===== src/rtl/mem_pkg.sv =====
// Shared definitions for the memory-access pipeline stage.
package mem_pkg;

    typedef enum logic {
        IDLE = 1'b0,
        WAIT = 1'b1
    } mem_state_t;

    localparam int WAIT_LIMIT_DEF = 15;

endpackage


===== src/rtl/mem_access.sv =====
// Memory-access pipeline stage: issues one bus transaction per load/store,
// stalls execute while waiting, and registers the writeback result.
//
// state | meaning
// IDLE  | accepting ex_mem_* each edge; ALU results pass straight to writeback
// WAIT  | bus strobe held, execute stalled until mem_ready or timeout
module mem_access
    import mem_pkg::*;
#(
    parameter int WAIT_LIMIT = WAIT_LIMIT_DEF
) (
    input  logic        clock,
    input  logic        reset,
    input  logic        ex_mem_readmem,
    input  logic        ex_mem_writemem,
    input  logic [31:0] ex_mem_regb,
    input  logic        ex_mem_selwsource,
    input  logic [4:0]  ex_mem_regdest,
    input  logic        ex_mem_writereg,
    input  logic [31:0] ex_mem_wbvalue,
    output logic [31:0] mem_addr,
    output logic [31:0] mem_wdata,
    output logic        mem_rd,
    output logic        mem_wr,
    input  logic [31:0] mem_rdata,
    input  logic        mem_ready,
    output logic        mem_ex_stall,
    output logic        mem_wb_writereg,
    output logic [4:0]  mem_wb_regdest,
    output logic [31:0] mem_wb_wbvalue,
    output logic        mem_fault
);

    localparam int CNT_W = $clog2(WAIT_LIMIT + 1);

    mem_state_t       state, state_next;
    logic [CNT_W-1:0] wait_cnt;
    logic [4:0]       cap_regdest;
    logic             cap_writereg;
    logic             cap_selw;

    logic mem_op, aligned;
    logic start, misalign, done, timeout;

    assign mem_op       = ex_mem_readmem | ex_mem_writemem;
    assign aligned      = (ex_mem_wbvalue[1:0] == 2'b00);
    assign mem_ex_stall = (state == WAIT);

    always_ff @(posedge clock or posedge reset) begin
        if (reset) state <= IDLE;
        else       state <= state_next;
    end

    always_comb begin
        state_next = state;
        start      = 1'b0;
        misalign   = 1'b0;
        done       = 1'b0;
        timeout    = 1'b0;
        case (state)
            IDLE: begin
                if (mem_op && aligned) begin
                    start      = 1'b1;
                    state_next = WAIT;
                end else if (mem_op) begin
                    misalign = 1'b1;
                end
            end
            WAIT: begin
                if (mem_ready) begin
                    done       = 1'b1;
                    state_next = IDLE;
                end else if (wait_cnt == CNT_W'(WAIT_LIMIT - 1)) begin
                    // this cycle would bring the count up to WAIT_LIMIT
                    timeout    = 1'b1;
                    state_next = IDLE;
                end
            end
            default: state_next = IDLE;
        endcase
    end

    always_ff @(posedge clock or posedge reset) begin
        if (reset) begin
            wait_cnt        <= '0;
            mem_addr        <= '0;
            mem_wdata       <= '0;
            mem_rd          <= 1'b0;
            mem_wr          <= 1'b0;
            mem_wb_writereg <= 1'b0;
            mem_wb_regdest  <= '0;
            mem_wb_wbvalue  <= '0;
            mem_fault       <= 1'b0;
            cap_regdest     <= '0;
            cap_writereg    <= 1'b0;
            cap_selw        <= 1'b0;
        end else begin
            mem_fault <= 1'b0;
            if (state == IDLE) begin
                if (start) begin
                    wait_cnt        <= '0;
                    mem_addr        <= ex_mem_wbvalue;
                    mem_wdata       <= ex_mem_regb;
                    mem_wr          <= ex_mem_writemem;
                    mem_rd          <= ~ex_mem_writemem;
                    cap_regdest     <= ex_mem_regdest;
                    cap_writereg    <= ex_mem_writereg;
                    cap_selw        <= ex_mem_selwsource;
                    mem_wb_writereg <= 1'b0;
                end else if (misalign) begin
                    mem_fault       <= 1'b1;
                    mem_wb_writereg <= 1'b0;
                end else begin
                    mem_wb_writereg <= ex_mem_writereg;
                    mem_wb_regdest  <= ex_mem_regdest;
                    mem_wb_wbvalue  <= ex_mem_wbvalue;
                end
            end else if (done) begin
                mem_rd <= 1'b0;
                mem_wr <= 1'b0;
                if (mem_rd) begin
                    mem_wb_writereg <= cap_writereg;
                    mem_wb_regdest  <= cap_regdest;
                    mem_wb_wbvalue  <= cap_selw ? mem_rdata : mem_addr;
                end else begin
                    mem_wb_writereg <= 1'b0;
                end
            end else if (timeout) begin
                mem_rd          <= 1'b0;
                mem_wr          <= 1'b0;
                mem_fault       <= 1'b1;
                mem_wb_writereg <= 1'b0;
            end else begin
                wait_cnt <= wait_cnt + CNT_W'(1);
            end
        end
    end

endmodule


===== config.mk =====
export PLATFORM = sky130hd
export DESIGN_NAME = mem_access
export DESIGN_NICKNAME = d
export VERILOG_FILES = /design/src/rtl/mem_pkg.sv /design/src/rtl/mem_access.sv
export SDC_FILE = /design/constraint.sdc
export NUM_CORES = 1
export LEC_CHECK = 0
export ABC_AREA = 1
export BUFFER_PORTS_ARGS = -buffer_cell sky130_fd_sc_hd__buf_2
export CAP_MARGIN = 20
export CORE_UTILIZATION = 45
export CTS_CLUSTER_SIZE = 10
export DETAILED_ROUTE_END_ITERATION = 10
export GPL_ROUTABILITY_DRIVEN = 0
export PLACE_DENSITY = 0.8
export SLEW_MARGIN = 20
export SYNTH_ARGS = -nofsm -noshare
export SYNTH_HDL_FRONTEND = slang
export SYNTH_SLANG_ARGS = --single-unit

===== constraint.sdc =====
create_clock -name clock -period 11.8 [get_ports clock]
set_input_delay 2.95 -clock clock [delete_from_list [all_inputs] [get_ports clock]]
set_output_delay 2.95 -clock clock [all_outputs]
set_load 0.01 [all_outputs]

==> results by stage <==
Run status:
- The flow ran to the end, and the final reports show no timing, DRC or antenna violations.

Worst setup path:
- The type of origin of the critical path is an input port.
- The cell with the largest stage delay on the worst path is nand2_2.
- By startpoint and endpoint, the worst setup path is classified as input port to register.
- The buffers plus inverters on the worst setup path is 3.
- The cell occurring most often along the worst timing path is nand2_1.
- The kind of cell adding the most delay to the critical path is simple AND/OR/NAND/NOR gates.
- The required time at the endpoint of the critical path is roughly 12000 ps.
- Walking the worst path, the cells encountered are buf_2 > nor2_4 > buf_4 > nand2_2 > nand2_1 > nand2_1 > buf_4 > nand2_2 > nand2_1 > nand2_1.
- The critical path capture point type is a register.
- On the worst path, the slowest cell contributes a delay of around 570 ps.
- For the worst setup path, the data arrival time is 5320 ps.
- The maximum fanout along the worst path is 56.

Pwr:
- The overall power consumption is between 1 and 1.5 mW.
- The share of total power dissipated in combinational logic is 0.249.
- The internal power is 954 uW.
- Across the VDD grid, the largest voltage drop is 0.0986 mV.
- The power per standard cell area is a little under 200 nW/um^2.
- The analysis attributes to cell leakage a power of 4.19 nW.
- Of the total power, registers draw 0.396.
- The switching share of total power is 0.335.
- The share of total power dissipated in the clock network is 0.355.
- The power spent charging and discharging nets is ~480 uW.

Final layout:
- The final-layout fill cell count is 1100.
- Compared with the post-synthesis result, the final layout area differs by 30.1%.
- For this run, the share of the core covered by cells in the final layout is 0.603.
- Summing all multi-input logic gate instances after layout gives 2240 sq um.
- The fraction of final layout cells sized beyond drive strength 1 is 0.282.
- The net count reported at finish is roughly 1000.
- The number of antenna diodes in the final layout is 0.
- The area taken by flip-flops and latches is ~3000 sq um.
- The non-filler instance count after layout is 1084.

Yosys:
- The synthesized area per cell is 7.59 sq um.
- The cell area that synthesis handed to floorplanning was ~5600 sq um.
- In the post-synthesis netlist, the biggest area contributors are dfrtp_1 53%, nand2_1 21%, nand3_1 8.3%.
- After synthesis, the most frequently instantiated cells are 315 x nand2_1, 117 x dfrtp_1, 92 x nand3_1.
- The fraction of post-synthesis cell area in the top cell type by area is 0.526.
- The cell count after synthesis is 733.
- During synthesis, Yosys emitted a total of 0 warnings.
- The most used standard cell by instance count after synthesis is nand2_1.
- In this run, synthesis inferred 0 flip-flops with an integrated enable.
- The commonest register cell after synthesis is dfrtp_1.
- The number of different library cells in the post-synthesis netlist is 23.
- The net count after synthesis is roughly 840.
- After synthesis, the share of flip-flops with an asynchronous set or reset is 1.00.
- The synthesis-stage register bit count is 117.
- The sequential area share after synthesis is 0.526.
- Summed over all instances, the cell type with the most area after synthesis is dfrtp_1.

CTS:
- The worst-skew pair later-pin latency is between 400 and 500 ps.
- The H-tree was split into 4 levels.
- The maximum buffer depth of the clock tree is 2.
- The clock buffer count from CTS is 17.
- The number of resized instances in the post-cts repair step is 0.
- Hold repair after CTS inserted 0 buffers.
- Clock-pin slew was measured on the worst setup and hold paths at 60 ps.
- For this design, the sink count on the clock tree is 117.
- The clock tree from TritonCTS is done.
- Post-CTS timing repair inserted 0 buffers for setup.
- CTS placed an instance of clkbuf_16 at the clock tree root.

Placed design:
- The estimated wirelength of the detail-placed design is between 10 and 15 mm.
- Input and output buffers added on the ports amount to between 200 and 250.
- Prior to clock tree synthesis, the placed netlist has a worst setup slack of approximately 6400 ps.
- Once placement completed, the tool counted placed cells totaling ~1100.

Drt:
- The number of nets with antenna violations after detailed routing is 0.
- The number of optimization iterations in the first detailed-route pass is 7.
- The detailed-route DRC error count is 0.
- The total wire length is between 15 and 20 mm.
- The total number of vias is about 5400.
- The routed wire length per instance is roughly 14 microns.
- The DRC violation total after the first TritonRoute iteration is about 350.
- After detailed routing, the number of vias per cell comes to approximately 5.0.

Global route:
- The largest net degree at the start of global routing is between 70 and 80.
- The number of global-route vias before repair was ~4900.
- The residual overflow from global routing is 0.
- The first global-routing pass estimated approximately 24 mm of wire.
- In the global route stage, overall resource usage came out at 0.244.
- The initial antenna violation count is 0.

Floorplanning:
- The floorplan die height is roughly 110 microns.
- Pin placement for this block handled around 210 I/O pins.
- The die outline width is roughly 110 microns.
- The area of the placeable core is roughly 12000 sq um.
- The row count is 40.
- The die covers 12800 sq um.
- The initial utilization of the core area, before any placement, comes to 0.463.

Timing:
- The final setup violation count is 0.
- The final clock period utilization by the worst path is 0.422.
- The setup TNS after final layout is 0 ps.
- Setup repair after global routing left no endpoint under its margin.
- In this run the tightest slew margin relative to its limit is 0.293.
- The worst path setup slack after routing is between 6000 and 7000 ps.
- The clock tree skew after final layout is between 9 and 10 ps.
- The measured slew at the worst slew-check pin is between 1000 and 1500 ps.
- The count of pins over their slew limit came to 0.
- The number of failing hold endpoints at the final stage is 0.
- Counting I/O delays and the setup requirement, the final critical path takes between 4000 and 5000 ps.
- Based on the critical path, the design can be clocked at up to 201 MHz.

Min path:
- The kind of path behind the tightest hold check is register to register.

Flow run:
- The number of violations of the max-capacitance limit is 0.
==> metrics by stage <==
stage                     hold WS, ps  cell area (sq um)
final                             469               7240
after global routing              496               7240
after CTS                         473               7240
after detailed placement          458               6640
after global placement            449               6640
after floorplan                   442               5560
==> cell usage in the layout, fill, tap and decap left out, types with 2 or more instances in the layout <==
| cell | netlist | routed |
|---|---|---|
| a21oi_1 | 21 | 21 |
| a32oi_1 | 5 | 5 |
| buf_2 | 15 | 213 |
| buf_4 | 5 | 7 |
| bufinv_16 | 0 | 2 |
| clkbuf_16 | 0 | 17 |
| clkinv_4 | 0 | 3 |
| clkinvlp_4 | 0 | 6 |
| dfrtp_1 | 117 | 116 |
| ha_1 | 2 | 2 |
| inv_1 | 43 | 42 |
| inv_2 | 3 | 3 |
| inv_6 | 0 | 2 |
| nand2_1 | 315 | 314 |
| nand2_2 | 3 | 4 |
| nand3_1 | 92 | 92 |
| nor2_1 | 42 | 42 |
| nor2_4 | 1 | 2 |
| nor3_1 | 16 | 16 |
| o21ai_0 | 20 | 20 |
==> per-layer routing <==
metal  vias up  global-route usage  wire [microns]
met5         -                   0               0
met1      2458               0.338            6960
li1       2690                   -               -
met3        16              0.0584             948
met2       206               0.374            6870
met4         0              0.0851             223
==> cell type report <==
class / count / share of cell area
Inverter: 46 / 0.0242
Multi-Input combinational cell: 522 / 0.309
Clock inverter: 14 / 0.0213
Sequential cell: 117 / 0.405
Timing Repair Buffer: 220 / 0.155
Clock buffer: 18 / 0.0607
Tap cell: 147 / 0.0254
==> worst register-to-register path, stage by stage (launching register included) <==
cell     delay (ps)
dfrtp_1         380
buf_4           280
inv_2           720
nor2_1          230
a21oi_4         150
buf_4           370
nand2_2         530
nand2_1         200
nand2_1          70
==> path summary, 6_finish.rpt <==
check / start / end / slack, ps / depth (start not counted)
min reg2reg: mem_wb_wbvalue[31] / mem_wb_wbvalue[31] / 470 / 2
max reg2reg: mem_ex_stall / mem_wb_wbvalue[10] / 8740 / 8
max in group asynchronous: reset / mem_addr[21] / 7870 / 3
max: ex_mem_wbvalue[1] / mem_wb_wbvalue[10] / 6820 / 10
min: mem_wb_wbvalue[31] / mem_wb_wbvalue[31] / 470 / 2
min in group asynchronous: reset / mem_wdata[22] / 2570 / 2
==> sequential cells by signal (all words and copies together), names as in the netlist <==
register and cells:
mem_addr 32, mem_wb_wbvalue 32, mem_wdata 32, cap_regdest 5
mem_wb_regdest 5, wait_cnt 4, cap_selw 1, cap_writereg 1
mem_ex_stall 1, mem_fault 1, mem_rd 1, mem_wb_writereg 1
mem_wr 1
==> logic make-up (layout without fill, tap and decap cells) <==
group,Yosys count,in the layout,synth area share
compound gates,48,48,0.0477
xor+xnor,1,1,0.00157
fa+ha+maj,2,2,0.00450
buf+inv,94,298,0.0742
flops,117,117,0.526
simple gates,471,471,0.346
==> power by group through the flow <==
stage | Sequential (mW) | Clock [mW] | Combinational, mW
2_1_floorplan | 0.595 | 0 | 0.182
3_3_place_gp | 0.571 | 0 | 0.352
3_5_place_dp | 0.571 | 0 | 0.363
4_1_cts | 0.567 | 0.519 | 0.362
5_1_grt | 0.579 | 0.542 | 0.405
6_report | 0.568 | 0.509 | 0.358
Note: power is estimated with default switching activity, not from simulation.
